**config.mk**
```make
export PLATFORM = sky130hd
export DESIGN_NAME = ctrl_unit
export DESIGN_NICKNAME = d
export VERILOG_FILES = /design/src/rtl/ctrl_pkg.sv /design/src/rtl/ctrl_decode.sv /design/src/rtl/ctrl_unit.sv
export SDC_FILE = /design/constraint.sdc
export NUM_CORES = 1
export LEC_CHECK = 0
export BUFFER_PORTS_ARGS = -buffer_cell sky130_fd_sc_hd__buf_2
export CAP_MARGIN = 20
export CORE_ASPECT_RATIO = 1.1
export CORE_MARGIN = 2
export CORE_UTILIZATION = 55
export CTS_CLUSTER_DIAMETER = 50
export DETAILED_ROUTE_END_ITERATION = 10
export PLACE_DENSITY = 0.88
export REMOVE_ABC_BUFFERS = 1
export SYNTH_ARGS = -nofsm -noshare
export SYNTH_HDL_FRONTEND = slang
export SYNTH_SLANG_ARGS = --single-unit
export TNS_END_PERCENT = 20
```
**constraint.sdc**
```tcl
create_clock -name clk -period 2.65 [get_ports clk]
set_input_delay 0.53 -clock clk [delete_from_list [all_inputs] [get_ports clk]]
set_output_delay 0.53 -clock clk [all_outputs]
set_load 0.1 [all_outputs]
```
**src/rtl/ctrl_pkg.sv**
```systemverilog
`default_nettype none
// ============================================================================
// Module      : ctrl_pkg
// Description : Shared encodings for the matrix-multiply processor sequencer:
//               opcodes, ALU/AC-source selects, FSM states, decode vector.
// Revision    : 1.0 - initial release
// ============================================================================
package ctrl_pkg;

    // Opcode field position inside the 17-bit instruction word
    localparam int OP_MSB = 16;
    localparam int OP_LSB = 12;

    // Opcodes
    localparam logic [4:0] OP_HALT   = 5'd0;
    localparam logic [4:0] OP_NOP    = 5'd1;
    localparam logic [4:0] OP_MVACAR = 5'd2;
    localparam logic [4:0] OP_MVAC   = 5'd3;
    localparam logic [4:0] OP_MVACR1 = 5'd4;
    localparam logic [4:0] OP_MVACR2 = 5'd5;
    localparam logic [4:0] OP_MVACR3 = 5'd6;
    localparam logic [4:0] OP_MVACR4 = 5'd7;
    localparam logic [4:0] OP_MVR1AC = 5'd8;
    localparam logic [4:0] OP_MVR2AC = 5'd9;
    localparam logic [4:0] OP_MVR3AC = 5'd10;
    localparam logic [4:0] OP_MVR4AC = 5'd11;
    localparam logic [4:0] OP_LDAC   = 5'd12;
    localparam logic [4:0] OP_LDIAC  = 5'd13;
    localparam logic [4:0] OP_STAC   = 5'd14;
    localparam logic [4:0] OP_ADD    = 5'd15;
    localparam logic [4:0] OP_MULT   = 5'd16;
    localparam logic [4:0] OP_LSHIFT = 5'd17;
    localparam logic [4:0] OP_SUB    = 5'd18;
    localparam logic [4:0] OP_INAC   = 5'd19;
    localparam logic [4:0] OP_JPNZ   = 5'd20;
    localparam logic [4:0] OP_JMPZ   = 5'd21;

    // ALU operation select
    localparam logic [2:0] ALU_ADD    = 3'd0;
    localparam logic [2:0] ALU_SUB    = 3'd1;
    localparam logic [2:0] ALU_MULT   = 3'd2;
    localparam logic [2:0] ALU_LSHIFT = 3'd3;
    localparam logic [2:0] ALU_INC    = 3'd4;

    // AC load source select
    localparam logic [2:0] AC_SRC_ALU  = 3'd0;
    localparam logic [2:0] AC_SRC_DMEM = 3'd1;
    localparam logic [2:0] AC_SRC_R1   = 3'd2;

    typedef enum logic [2:0] {
        ST_IDLE  = 3'd0,
        ST_FETCH = 3'd1,
        ST_LOAD  = 3'd2,
        ST_EXEC  = 3'd3,
        ST_MEMWB = 3'd4,
        ST_HALT  = 3'd5
    } state_e;

    // Decoded view of one opcode
    typedef struct packed {
        logic       ac_we;
        logic [2:0] ac_src;
        logic [2:0] alu_op;
        logic       r_we;
        logic       ar_we;
        logic [3:0] rn_we;
        logic       dmem_re;
        logic       dmem_we;
        logic       dmem_sel;   // 1 = AR, 0 = immediate
        logic       mem_load;   // needs a MEMWB cycle
        logic       halt;
        logic       jpnz;
        logic       jmpz;
        logic       illegal;
    } dec_t;

    localparam int DEC_W = $bits(dec_t);

endpackage
`default_nettype wire

```
**src/rtl/ctrl_decode.sv**
```systemverilog
`default_nettype none
// ============================================================================
// Module      : ctrl_decode
// Description : Purely combinational opcode to control-strobe decoder.
// Revision    : 1.0 - initial release
// ============================================================================
module ctrl_decode
    import ctrl_pkg::*;
#(
    parameter int OP_W = 5
) (
    input  logic [OP_W-1:0]  op_i,
    output logic [DEC_W-1:0] dec_o
);

    dec_t w_dec;

    // Map each opcode onto its strobe set; undefined opcodes behave as nop
    always_comb begin
        w_dec = '0;
        case (op_i)
            OP_HALT:   w_dec.halt  = 1'b1;
            OP_NOP:    ;
            OP_MVACAR: w_dec.ar_we = 1'b1;
            OP_MVAC:   w_dec.r_we  = 1'b1;
            OP_MVACR1, OP_MVACR2, OP_MVACR3, OP_MVACR4:
                w_dec.rn_we = 4'b0001 << op_i[1:0];
            OP_MVR1AC, OP_MVR2AC, OP_MVR3AC, OP_MVR4AC: begin
                w_dec.ac_we  = 1'b1;
                w_dec.ac_src = AC_SRC_R1 + {1'b0, op_i[1:0]};
            end
            OP_LDAC: begin
                w_dec.dmem_re  = 1'b1;
                w_dec.dmem_sel = 1'b1;
                w_dec.mem_load = 1'b1;
            end
            OP_LDIAC: begin
                w_dec.dmem_re  = 1'b1;
                w_dec.mem_load = 1'b1;
            end
            OP_STAC:   w_dec.dmem_we = 1'b1;
            OP_ADD:    begin w_dec.ac_we = 1'b1; w_dec.alu_op = ALU_ADD;    end
            OP_MULT:   begin w_dec.ac_we = 1'b1; w_dec.alu_op = ALU_MULT;   end
            OP_LSHIFT: begin w_dec.ac_we = 1'b1; w_dec.alu_op = ALU_LSHIFT; end
            OP_SUB:    begin w_dec.ac_we = 1'b1; w_dec.alu_op = ALU_SUB;    end
            OP_INAC:   begin w_dec.ac_we = 1'b1; w_dec.alu_op = ALU_INC;    end
            OP_JPNZ:   w_dec.jpnz = 1'b1;
            OP_JMPZ:   w_dec.jmpz = 1'b1;
            default:   w_dec.illegal = 1'b1;
        endcase
    end

    assign dec_o = w_dec;

endmodule
`default_nettype wire

```
**src/rtl/ctrl_unit.sv**
```systemverilog
`default_nettype none
// ============================================================================
// Module      : ctrl_unit
// Description : Fetch/load/execute sequencer with registered control strobes
//               for the accumulator-based matrix-multiply processor.
// Revision    : 1.0 - initial release
// ============================================================================
module ctrl_unit
    import ctrl_pkg::*;
#(
    parameter int ADDR_W   = 12,
    parameter int OP_W     = 5,
    parameter int INSTR_W  = 17,
    parameter int RESET_PC = 0
) (
    input  logic               clk,
    input  logic               rst_n,
    input  logic               start_i,
    output logic               imem_re_o,
    output logic [ADDR_W-1:0]  imem_addr_o,
    input  logic [INSTR_W-1:0] imem_data_i,
    input  logic               z_flag_i,
    output logic               ac_we_o,
    output logic [2:0]         ac_src_o,
    output logic [2:0]         alu_op_o,
    output logic               r_we_o,
    output logic               ar_we_o,
    output logic [3:0]         rn_we_o,
    output logic               dmem_re_o,
    output logic               dmem_we_o,
    output logic               dmem_addr_sel_o,
    output logic [ADDR_W-1:0]  imm_addr_o,
    output logic               busy_o,
    output logic               done_o,
    output logic               illegal_o
);

    localparam logic [ADDR_W-1:0] c_RESET_PC = ADDR_W'(RESET_PC);

    state_e             state_q;
    logic [ADDR_W-1:0]  pc_q;
    logic [INSTR_W-1:0] ir_q;
    logic               imem_re_q, ac_we_q, r_we_q, ar_we_q;
    logic [2:0]         ac_src_q, alu_op_q;
    logic [3:0]         rn_we_q;
    logic               dmem_re_q, dmem_we_q, dmem_sel_q;
    logic               busy_q, done_q, illegal_q;

    // One decoder serves both stages: the incoming word during LOAD (to
    // register the EXEC strobes) and the held IR during EXEC (for flow control)
    logic [OP_W-1:0]  w_dec_op;
    logic [DEC_W-1:0] w_dec_bits;
    dec_t             w_dec;

    assign w_dec_op = (state_q == ST_EXEC) ? ir_q[OP_MSB:OP_LSB]
                                           : imem_data_i[OP_MSB:OP_LSB];
    assign w_dec    = dec_t'(w_dec_bits);

    ctrl_decode #(
        .OP_W (OP_W)
    ) u_decode (
        .op_i  (w_dec_op),
        .dec_o (w_dec_bits)
    );

    // Sequencer: every strobe defaults low so each pulse lasts one cycle
    always_ff @(posedge clk or negedge rst_n) begin
        if (!rst_n) begin
            state_q    <= ST_IDLE;
            pc_q       <= c_RESET_PC;
            ir_q       <= '0;
            imem_re_q  <= 1'b0;
            ac_we_q    <= 1'b0;
            ac_src_q   <= '0;
            alu_op_q   <= '0;
            r_we_q     <= 1'b0;
            ar_we_q    <= 1'b0;
            rn_we_q    <= '0;
            dmem_re_q  <= 1'b0;
            dmem_we_q  <= 1'b0;
            dmem_sel_q <= 1'b0;
            busy_q     <= 1'b0;
            done_q     <= 1'b0;
            illegal_q  <= 1'b0;
        end else begin
            imem_re_q  <= 1'b0;
            ac_we_q    <= 1'b0;
            ac_src_q   <= '0;
            alu_op_q   <= '0;
            r_we_q     <= 1'b0;
            ar_we_q    <= 1'b0;
            rn_we_q    <= '0;
            dmem_re_q  <= 1'b0;
            dmem_we_q  <= 1'b0;
            dmem_sel_q <= 1'b0;
            case (state_q)
                ST_IDLE, ST_HALT: begin
                    if (start_i) begin
                        state_q   <= ST_FETCH;
                        pc_q      <= c_RESET_PC;
                        imem_re_q <= 1'b1;
                        busy_q    <= 1'b1;
                        done_q    <= 1'b0;
                        illegal_q <= 1'b0;
                    end
                end
                ST_FETCH: state_q <= ST_LOAD;
                ST_LOAD: begin
                    // Instruction word is on the bus now; strobes go out in EXEC
                    state_q    <= ST_EXEC;
                    ir_q       <= imem_data_i;
                    pc_q       <= pc_q + ADDR_W'(1);
                    ac_we_q    <= w_dec.ac_we;
                    ac_src_q   <= w_dec.ac_src;
                    alu_op_q   <= w_dec.alu_op;
                    r_we_q     <= w_dec.r_we;
                    ar_we_q    <= w_dec.ar_we;
                    rn_we_q    <= w_dec.rn_we;
                    dmem_re_q  <= w_dec.dmem_re;
                    dmem_we_q  <= w_dec.dmem_we;
                    dmem_sel_q <= w_dec.dmem_sel;
                    illegal_q  <= illegal_q | w_dec.illegal;
                end
                ST_EXEC: begin
                    if (w_dec.halt) begin
                        state_q <= ST_HALT;
                        busy_q  <= 1'b0;
                        done_q  <= 1'b1;
                    end else if (w_dec.mem_load) begin
                        state_q  <= ST_MEMWB;
                        ac_we_q  <= 1'b1;
                        ac_src_q <= AC_SRC_DMEM;
                    end else begin
                        state_q   <= ST_FETCH;
                        imem_re_q <= 1'b1;
                        // Taken jump overrides the increment done in LOAD
                        if ((w_dec.jpnz && !z_flag_i) || (w_dec.jmpz && z_flag_i))
                            pc_q <= ir_q[ADDR_W-1:0];
                    end
                end
                ST_MEMWB: begin
                    state_q   <= ST_FETCH;
                    imem_re_q <= 1'b1;
                end
                default: state_q <= ST_IDLE;
            endcase
        end
    end

    assign imem_re_o       = imem_re_q;
    assign imem_addr_o     = pc_q;
    assign ac_we_o         = ac_we_q;
    assign ac_src_o        = ac_src_q;
    assign alu_op_o        = alu_op_q;
    assign r_we_o          = r_we_q;
    assign ar_we_o         = ar_we_q;
    assign rn_we_o         = rn_we_q;
    assign dmem_re_o       = dmem_re_q;
    assign dmem_we_o       = dmem_we_q;
    assign dmem_addr_sel_o = dmem_sel_q;
    assign imm_addr_o      = ir_q[ADDR_W-1:0];
    assign busy_o          = busy_q;
    assign done_o          = done_q;
    assign illegal_o       = illegal_q;

endmodule
`default_nettype wire

```
### Word-level counts from Yosys, hierarchy flattened

Index checks and enable logic that the tools add are counted.
W data, S select, Z words.

* register bits after elaboration: 52
* output and inout port bits: 44

* add/subtract/negate cells: 2
* equality and inequality tests: 31
* shift operators: 1
* mux-type cells: 47
* bitwise logic cells: 1
* reductions and logical operators: 18

Operators by type and width (count)
* $mux W12: 4
* $eq A5 B4 Y1 const B: 8
* $pmux W12 S3: 1
* $eq A5 B5 Y1 const B: 6
* $mux W1: 26
* $reduce_or A22 Y1: 1
* $eq A5 B3 Y1 const B: 4
* $mux W3: 5
* $pmux W3 S5: 1
* $add A12 B1 Y12 const B: 1
* $pmux W3 S4: 1
* $eq A5 B2 Y1 const B: 2
* $reduce_or A9 Y1: 1
* $mux W4: 2
* $pmux W1 S2: 4
* $reduce_or A4 Y1: 2
* $eq A3 B2 Y1 const B: 2
* $eq A3 B3 Y1 const B: 2
* $ne A2 B2 Y1 const B: 3
* $pmux W3 S2: 1
* $eq A5 B1 Y1 const B: 1
* $logic_not A5 Y1: 1
* $mux W5: 1
* $reduce_and A5 Y1: 1
* 15 further kinds: 19

### Longest topological paths before layout

Gate-level depths: netlist of run 1.

* depth in word-level cells: 10
* gate-level depth with buffers: 8

### Modules after synthesis

A second synthesis of run 1 with hierarchy kept.

* cells, all modules: 296
* area, all modules: 2698.8 µm²

Modules (own cells, without submodules)
* ctrl_unit: instances 1, cells each 257, area an instance 2466.1 µm², sequential area each 1301.2 µm²
* ctrl_decode: instances 1, cells each 39, area an instance 232.7 µm², sequential area each 0.0 µm²

### Least setup slack after synthesis of run 1

No wires, ideal clock.

* path kind: register -> register
* start point: register pc_q[0] (netlist: imem_addr_o[0])
* end point: register pc_q[8] (netlist: imem_addr_o[8])
* library setup time: 0.083 ns
* arrival: 2.186 ns
* required time: 2.567 ns
* setup slack: 0.381 ns
* stages on the path, launching flop included: 8
* path buffers: 1
* period minus slack after synthesis: 2.269 ns
* path through: dfrtp_1 -> ha_1 -> and3_2 -> and3_1 -> clkbuf_1 -> nor4b_1 -> a31oi_1 -> o21ai_0

* cells in the longest elaborated chain, start to end: 2

Ends and longest elaborated chain
* from (decl): RTL line ctrl_unit.sv:41 `logic [ADDR_W-1:0] pc_q;`
* from (signal assigned): RTL line ctrl_unit.sv:70 `pc_q <= c_RESET_PC;`
* from (signal assigned): RTL line ctrl_unit.sv:100 `pc_q <= c_RESET_PC;`
* from (signal assigned): RTL line ctrl_unit.sv:112 `pc_q <= pc_q + ADDR_W'(1);`
* $add A12 B1 Y12: RTL line ctrl_unit.sv:112
* $pmux W12 S3: RTL line ctrl_unit.sv:96 `case (state_q)`

No other way between the ends.
A chain may end at the register's enable or synchronous reset.

### Worst setup path after layout of run 1

* start point: register state_q[2]
* end point: register alu_op_q[2] (netlist: alu_op_o[2])

* cells in the longest elaborated chain, start to end: 5
* elaborated cells on any way between the ends: 9
* those cells by class: 6 x eq/ne; 3 x mux

Ends and longest elaborated chain
* from (decl): RTL line ctrl_unit.sv:40 `state_e state_q;`
* from (signal assigned): RTL line ctrl_unit.sv:69 `state_q <= ST_IDLE;`
* from (signal assigned): RTL line ctrl_unit.sv:99 `state_q <= ST_FETCH;`
* from (signal assigned): RTL line ctrl_unit.sv:107 `ST_FETCH: state_q <= ST_LOAD;`
* $eq A3 B2 Y1: RTL line ctrl_unit.sv:55 `assign w_dec_op = (state_q == ST_EXEC) ? ir_q[OP_MSB:OP_LSB]`
* $mux W5: RTL line ctrl_unit.sv:55
* $eq A5 B5 Y1: RTL line ctrl_decode.sv:21 `case (op_i)`
* $pmux W3 S4: RTL line ctrl_decode.sv:21
* $mux W3 (*): RTL line ctrl_unit.sv:96
* to (signal assigned): RTL line ctrl_unit.sv:115 `alu_op_q <= w_dec.alu_op;`
* to (decl): RTL line ctrl_unit.sv:44 `logic [2:0] ac_src_q, alu_op_q;`

Mark *: on every way between the ends. The rest lies on a longest branch, timed or not.

==> results of run 1 <==
-- final cells by class --
class,instances,area share
Clock buffer,5,0.0244
Multi-Input combinational cell,189,0.360
Timing Repair Buffer,69,0.127
Inverter,3,0.00399
Sequential cell,52,0.461
Tap cell,54,0.0239
-- layer usage --
layer / routed length (um) / track usage / part of all wire / vias up
li1: - / - / - / 1018
met1: 2460 / 0.345 / 0.44 / 1027
met2: 2710 / 0.360 / 0.48 / 84
met3: 343 / 0.0568 / 0.061 / 10
met4: 101 / 0.107 / 0.018 / 0
met5: 0 / 0 / 0 / -
-- critical path: cells and delay by family, from the launching register on --
| kind | cells | cell delay [ps] |
|---|---|---|
| flip-flops | 1 | 450 |
| AND/OR/NAND/NOR | 5 | 1550 |
-- kinds of logic after synthesis --
logic type,Yosys count,share of synthesized area
adders and majority gates,1,0.00501
and+or+nand+nor,127,0.234
DFF,52,0.521
buffers and inverters,29,0.0721
AOI/OAI and AO/OA,55,0.145
xor gates and xnor gates,3,0.0105
muxes,3,0.0125
-- state kept, by name, indices dropped and copies added (netlist names), 3 cells and up --
signal       cells
alu_op_o         3
state_q          3
imem_addr_o     12
ir_q            17
ac_src_o         3
rn_we_o          4
-- layout by cell type (no fill, tap or decap), types with 3 or more instances in the layout --
cell type and n:
nand3_1 4, a22oi_1 5, buf_2 64, nand4_1 3, o21ai_0 12, xnor2_1 3, nand2b_1 3, nand2_1 66
and3_1 3, inv_1 3, nor2b_1 3, a31oi_1 4, clkbuf_8 5, nor2_1 24, o22ai_1 4, o2bb2ai_1 4
nor3_1 6, buf_4 5, a21oi_1 11, dfrtp_1 52
-- worst max-delay path by stage --
stage	endpoint	slack (ps)	cells after the start
floorplan	imem_addr_o[9]	420	5
global placement	imem_addr_o[8]	720	5
detailed placement	alu_op_o[2]	610	5
CTS	alu_op_o[2]	570	5
global route	alu_op_o[0]	400	5
finish	alu_op_o[2]	580	5
-- stage by stage --
stage	util	cell area, um2	setup slack (ps)	cells
2_1_floorplan	-	2330	423	244
3_3_place_gp	0.634	2760	719	367
3_5_place_dp	0.634	2760	607	367
4_1_cts	0.649	2820	572	372
5_1_grt	0.649	2820	399	372
6_report	0.649	2820	575	372
==> reports/results.tsv, run 1 <==
metric	value	unit
all-layer global routing usage	0.244	
row count	25	
R2R cell count	5	
CP arrival	2300	ps
period utilization	0.783	
CTS Sinks	52	
Initial Util	0.575	
first-pass GRT wire length	9.25	mm
Worst Tran Pin Value	543	ps
# diodes	0	
antenna violations before repair	0	
outcome	finished, final reports clean	
Die ar.	5100	um2
vias in the first global route	1972	
cts bufs inserted	5	
iteration-0 DRC count of the detailed router	188	
fraction of registers with async set or reset after synthesis	1.00	
CP endpoint kind	flop	
top_reg_cell synth	dfrtp_1	
chip height	74.7	um
final WL	5.61	mm
Setup Total Neg Slack	0	ps
H-Tree Depth	2	
Slew Limit Fails	0	
Post-Syn Instances	270	
Core ar.	4350	um2
hold_ws	175	ps
CP dominant cell by count	nor2_1	
clk_lat worst skew	310	ps
largest cells by area after synthesis	dfrtp_1 52%, nand2_1 9.9%, buf_4 3.9%, nor2_1 3.6%, o21ai_0 2.4%	
routed vias/inst	5.75	
Max Clk Rate	482	MHz
Crit. Startpoint	state_q[2]	
Cell Area, Synth	2500	um2
Reg clk slew, reported paths	90	ps
register area share after synthesis	0.521	
synth cell count leaders	66 x nand2_1, 52 x dfrtp_1, 24 x nor2_1	
synth unique cells	50	
drc violations	0	
nets	342	
Crit Path Max Fanout	31	
worst min-delay path class	input port to asynchronous set/reset pin	
RSZ-0062 raised after global routing	no	
Mean Syn Cell Area	9.25	um2
largest net degree at the start of global routing	32	
vias	2139	
global placement routability congestion	0.852	
most numerous cell in the Yosys netlist	nand2_1	
share of the synthesized area in the top cell type	0.521	
R2R Setup Slk	580	ps
worst reg2reg path startpoint	state_q[2]	
cts repair resizes	0	
Detailed Place HPWL	3.94	mm
Chip Width	68.3	um
storage element area	1300	um2
Critical R2R Capture	alu_op_o[2]	
Final min period	2070	ps
Req. time, crit path	2880	ps
total I/O pin count	65	
I/O Buffers	64	
Critical Path Max Stage Delay	450	ps
leading area contributor after synthesis	dfrtp_1	
Post-CTS Setup Bufs	0	
synth warn	0	
Routed WL per cell	15.1	um
CP Cell Sequence	and2b_1 > nand2_2 > nor2_1 > nand3b_1 > nor2_1	
Slew HR	0.637	
area grow syn2layout	13.0	%
number of synthesized flops with an enable pin	0	
CTS tree	done	
#FFs+latches synth	52	
number of fill cells	361	
Initial DRT Pass Iterations	4	
Clock Skew	11.7	ps
Multi-input gate area	1020	um2
root buffer cell	clkbuf_8	
Final setup violation count	0	
Worst path slowest cell	dfrtp_1	
GRT overflow	0	
Final ANT Viol Nets	0	
# hold bufs at CTS	0	
share of layout cells above drive strength 1	0.258	
critical path class	flop to flop	
CTS Buffer Depth	2	
endpoints failing hold	0	
Setup crit start kind	flop	
max_cap viols	0	
Power of run 1 is left out: the tool's default activity adds up to more than one toggle a clock period on the data nets, which glitch-free logic cannot reach.
==> run 2, diff against run 1 <==
ABC_AREA = 1   (was default)
CORE_UTILIZATION = 48   (was 55)
PLACE_DENSITY = 0.8   (was 0.88)
clock period = 1.8 ns   (was 2.65 ns; I/O delays follow)
==> reports/results.tsv, run 2 <==
metric	value	unit	change
Critical R2R Capture	imem_addr_o[0]		
synth warn	0		unchanged
Worst path top cell family by delay	simple AND/OR/NAND/NOR gates		
row count	29		+16%
global placement routability congestion	0.940		+10%
leading area contributor after synthesis	dfrtp_1		
Critical Path Max Stage Delay	450	ps	about the same
most frequent cells in the layout	109 x nand2_1, 64 x buf_2, 49 x dfrtp_1		
H-Tree Depth	2		unchanged
Slew HR	0.666		+0.0294
Setup Total Neg Slack	0	ps	unchanged
clk_lat worst skew	300	ps	about the same
Core ar.	5660	um2	+30%
Req. time, crit path	2020	ps	-860 ps
vias in the first global route	2402		+22%
Chip Width	76.4	um	+12%
Mean Syn Cell Area	7.88	um2	-15%
synth cell count leaders	117 x nand2_1, 52 x dfrtp_1, 26 x nand3_1		
nets	448		+31%
endpoints failing hold	0		unchanged
worst reg2reg path startpoint	state_q[1]		
Initial DRT Pass Iterations	4		unchanged
largest net degree at the start of global routing	38		+19%
period utilization	0.984		+0.201
largest reg by FF count	ir_q		
WP buf/inv	1		+1
CP arrival	1990	ps	-310 ps
Slew Limit Fails	0		unchanged
WP depth	9		+4
CTS tree	done		
DP Area	3170	um2	+15%
Crit Path Max Fanout	8		-74%
Final min period	1770	ps	-303 ps
max_cap viols	0		unchanged
GRT overflow	0		unchanged
area grow syn2layout	25.7	%	
Reg clk slew, reported paths	90	ps	about the same
CTS Sinks	52		unchanged
synth unique cells	32		-36%
antenna violations before repair	0		unchanged
max reg flops	17		unchanged
hold_ws	17.1	ps	-158 ps
CP endpoint kind	flop		
Setup crit start kind	flop		
all-layer global routing usage	0.216		-0.0280
Cell Area, Synth	2770	um2	+11%
Die ar.	6390	um2	+25%
iteration-0 DRC count of the detailed router	148		-21%
chip height	83.6	um	+12%
total I/O pin count	65		unchanged
CTS Buffer Depth	2		unchanged
first-pass GRT wire length	11.2	mm	+21%
R2R Setup Slk	30	ps	-550 ps
Clock Skew	7.56	ps	-4.14 ps
outcome	finished, final reports clean		
Final setup violation count	0		unchanged
Worst path slowest cell	dfrtp_2		
#FFs+latches synth	52		unchanged
final WL	7.15	mm	+27%
drc violations	0		unchanged
cts bufs inserted	5		unchanged
commonest non-fill, non-tap cell in the layout	nand2_1		
Max Clk Rate	564	MHz	+17%
worst min-delay path class	input port to asynchronous set/reset pin		
Worst Tran Pin Value	501	ps	-42.2 ps
top_reg_cell synth	dfrtp_1		
fraction of registers with async set or reset after synthesis	1.00		unchanged
share of the synthesized area in the top cell type	0.470		-0.0504
Final Cell Area	3480	um2	+23%
routed vias/inst	5.23		-9.0%
# diodes	0		unchanged
Final ANT Viol Nets	0		unchanged
Crit. Startpoint	state_q[1]		
crit path to	imem_addr_o[0]		
CP Cell Sequence	dlymetal6s2s_1 > nand4_1 > nand2_2 > nand2_1 > nor2_4 > nand2_2 > nand2_4 > nand2_4 > o21ai_0		
# hold bufs at CTS	0		unchanged
register area share after synthesis	0.470		-0.0504
critical path class	flop to flop		
Routed WL per cell	14.2	um	-6.0%
R2R cell count	9		+4
number of synthesized flops with an enable pin	0		unchanged
vias	2636		+23%
root buffer cell	clkbuf_8		
Initial Util	0.489		-0.0859
most numerous cell in the Yosys netlist	nand2_1		
Detailed Place HPWL	4.87	mm	+24%
largest cells by area after synthesis	dfrtp_1 47%, nand2_1 16%, nand3_1 4.7%, o21ai_0 4.3%, buf_4 3.5%		
Post-Syn Instances	351		+30%
share of layout cells above drive strength 1	0.337		+0.0794
I/O Buffers	64		unchanged
run 2: kinds of logic (layout without fill, tap and decap cells):
| kind of cell | after synthesis | count (layout) | share of synthesized area |
|---|---|---|---|
| DFF | 52 | 52 | 0.470 |
| xor gates and xnor gates | 1 | 1 | 0.00588 |
| buffers and inverters | 51 | 125 | 0.0981 |
| adders and majority gates | 1 | 1 | 0.00452 |
| AOI/OAI and AO/OA | 47 | 47 | 0.100 |
| and+or+nand+nor | 199 | 201 | 0.321 |
run 2: metrics by stage:
step / util / worst slack [ps] / instances
finish: 0.615 / 28.4 / 504
floorplan: - / -1490 / 327
CTS: 0.579 / 13.2 / 493
global route: 0.615 / -118 / 504
global placement: 0.560 / 47.7 / 485
detailed placement: 0.560 / -59.7 / 485
run 2: routing by layer:
layer | GRT usage | share of wire | up-vias
met5 | 0 | 0 | -
met2 | 0.368 | 0.52 | 92
met4 | 0.0926 | 0.027 | 0
met3 | 0.0411 | 0.050 | 22
met1 | 0.266 | 0.41 | 1240
li1 | - | - | 1282
run 2: what timing repair did:
item | 4_1_cts | 5_1_grt
hold endpoints to repair | 0 | 0
pin swaps | 0 | 5
endpoints found under the setup margin | 12 | 21
gates resized for setup | 2 | 30
setup buffers | 0 | 9
gates cloned | 0 | 2
run 2: worst min path at each step:
stage | start | endpoint | slack [ps] | cells after the start
2_1_floorplan | rst_n | ac_src_o[0] | 60 | 0
3_3_place_gp | rst_n | ir_q[2] | 340 | 1
3_5_place_dp | rst_n | ir_q[2] | 350 | 1
4_1_cts | rst_n | ir_q[2] | 20 | 1
5_1_grt | rst_n | ir_q[1] | 40 | 1
6_report | rst_n | ir_q[1] | 20 | 1
run 2: area by class of cell:
class,instances,area (um2)
well taps,77,96.3
repair buffers,90,549
multi-input cells,250,1310
clock buffers,6,72.6
flip-flops and latches,52,1310
clock inverters,2,35.0
inverters,27,106
fillers,505,2180
Power of run 2 is left out for the same reason.
==> run 3, diff against run 2 <==
ABC_AREA = default   (was 1)
CORE_UTILIZATION = 47   (was 48)
SLEW_MARGIN = 30   (was default)
==> reports/results.tsv, run 3 (synthesized netlist as in run 1, its figures left out) <==
metric	value	unit	change
root buffer cell	clkbuf_8		
Final Cell Area	2910	um2	-16%
Final setup violation count	0		unchanged
drc violations	0		unchanged
R2R Setup Slk	110	ps	+80 ps
period utilization	0.937		-0.0471
Core ar.	5070	um2	-10%
Critical R2R Capture	state_q[0]		
worst min-delay path class	input port to asynchronous set/reset pin		
Slew Limit Fails	0		unchanged
Initial DRT Pass Iterations	4		unchanged
largest reg by FF count	ir_q		
first-pass GRT wire length	9.62	mm	-14%
Req. time, crit path	2010	ps	about the same
met2 Usage GRT	0.304		-0.0649
placed cells	376		-22%
# diodes	0		unchanged
CP Cell Sequence	and2b_2 > nand2_2 > mux2i_1 > o21ai_1 > a211o_1		
global placement routability congestion	0.881		-6.3%
iteration-0 DRC count of the detailed router	202		+36%
most frequent cells in the layout	65 x nand2_1, 64 x buf_2, 52 x dfrtp_1		
routed vias/inst	5.54		+5.9%
worst reg2reg path startpoint	state_q[1]		
CTS tree	done		
CTS Buffer Depth	2		unchanged
all-layer global routing usage	0.210		-0.00587
largest net degree at the start of global routing	35		-7.9%
Crit. Startpoint	state_q[1]		
RSZ-0062 raised after global routing	no		
CP endpoint kind	flop		
CP arrival	1890	ps	-100 ps
Critical Path Max Stage Delay	420	ps	-30 ps
I/O Buffers	64		unchanged
max reg flops	17		unchanged
storage element area	1300	um2	-0.29%
H-Tree Depth	2		unchanged
row count	27		-6.9%
number of fill cells	453		-10%
DP Area	2810	um2	-11%
failing checks	negative hold slack		
critical path class	flop to flop		
Worst path slowest cell	dfrtp_1		
Die ar.	5920	um2	-7.4%
Detailed Place HPWL	4.12	mm	-15%
GR Layer Usage met1	0.296		+0.0298
Final ANT Viol Nets	0		unchanged
antenna violations before repair	0		unchanged
outcome	finished with violations		
share of layout cells above drive strength 1	0.288		-0.0489
Routed WL per cell	15.2	um	+7.1%
Initial Util	0.493		+0.00436
Chip Width	73.5	um	-3.8%
Worst Tran Pin Value	490	ps	-10.8 ps
hold_ws	-14.3	ps	-31.4 ps
GRT overflow	0		unchanged
chip height	80.5	um	-3.8%
vias	2127		-19%
Reg clk slew, reported paths	100	ps	about the same
Crit Path Max Fanout	7		-1
Multi-input gate area	1020	um2	-22%
Setup Total Neg Slack	0	ps	unchanged
cts bufs inserted	5		unchanged
Max Clk Rate	593	MHz	+5.0%
Setup crit start kind	flop		
clk_lat worst skew	310	ps	about the same
met3 usage	0.0364		-0.00474
nets	347		-23%
area grow syn2layout	16.4	%	
grt peak-use layer	met2		
R2R cell count	5		-4
Slew HR	0.676		+0.00945
max_cap viols	0		unchanged
endpoints failing hold	18		+18
commonest non-fill, non-tap cell in the layout	nand2_1		
final WL	5.83	mm	-18%
crit path to	state_q[0]		
Clock Skew	13.0	ps	+5.48 ps
Non-Filler Instances	384		-24%
vias in the first global route	2019		-16%
total I/O pin count	65		unchanged
Final min period	1690	ps	-84.8 ps
CTS Sinks	52		unchanged
## run 3: layout make-up
type / instances / area share
Clock buffer: 6 / 0.0284
Clock inverter: 2 / 0.00344
Inverter: 3 / 0.00387
Multi-Input combinational cell: 189 / 0.352
Sequential cell: 52 / 0.447
Tap cell: 58 / 0.0249
Timing Repair Buffer: 74 / 0.140
## run 3: critical path: cells and delay by family, from the launching register on
family / cells / cell delay, ps
multiplexers: 1 / 270
AND/OR/NAND/NOR: 2 / 430
flip-flops: 1 / 420
AO/OA/AOI/OAI: 2 / 460
## run 3: worst min-delay path by stage
stage                       end  startpoint  cells after the start  slack [ps]
finish                  ac_we_o       rst_n                      1         -10
global route            ac_we_o       rst_n                      1          10
CTS                     ac_we_o       rst_n                      1        0.01
detailed placement   rn_we_o[3]       rst_n                      1         340
global placement        ar_we_o       rst_n                      1         320
floorplan           ac_src_o[0]       rst_n                      0          60
## run 3: through the flow
step	hold WS [ps]	util	setup slack (ps)
2_1_floorplan	64.4	-	-427
3_3_place_gp	319	0.555	144
3_5_place_dp	335	0.555	104
4_1_cts	0.0138	0.573	47.7
5_1_grt	11.8	0.574	3.19
6_report	-14.3	0.574	113
## run 3: timing repair
action	CTS	global route
setup buffers	0	0
gates resized for setup	0	4
endpoints found under the setup margin	0	12
hold buffers	0	0
## run 3: routing by layer
layer	part of all wire	wire, um
met4	0.032	189
met1	0.44	2590
met3	0.056	324
met2	0.47	2730
met5	0	0
Power of run 3 is left out for the same reason.
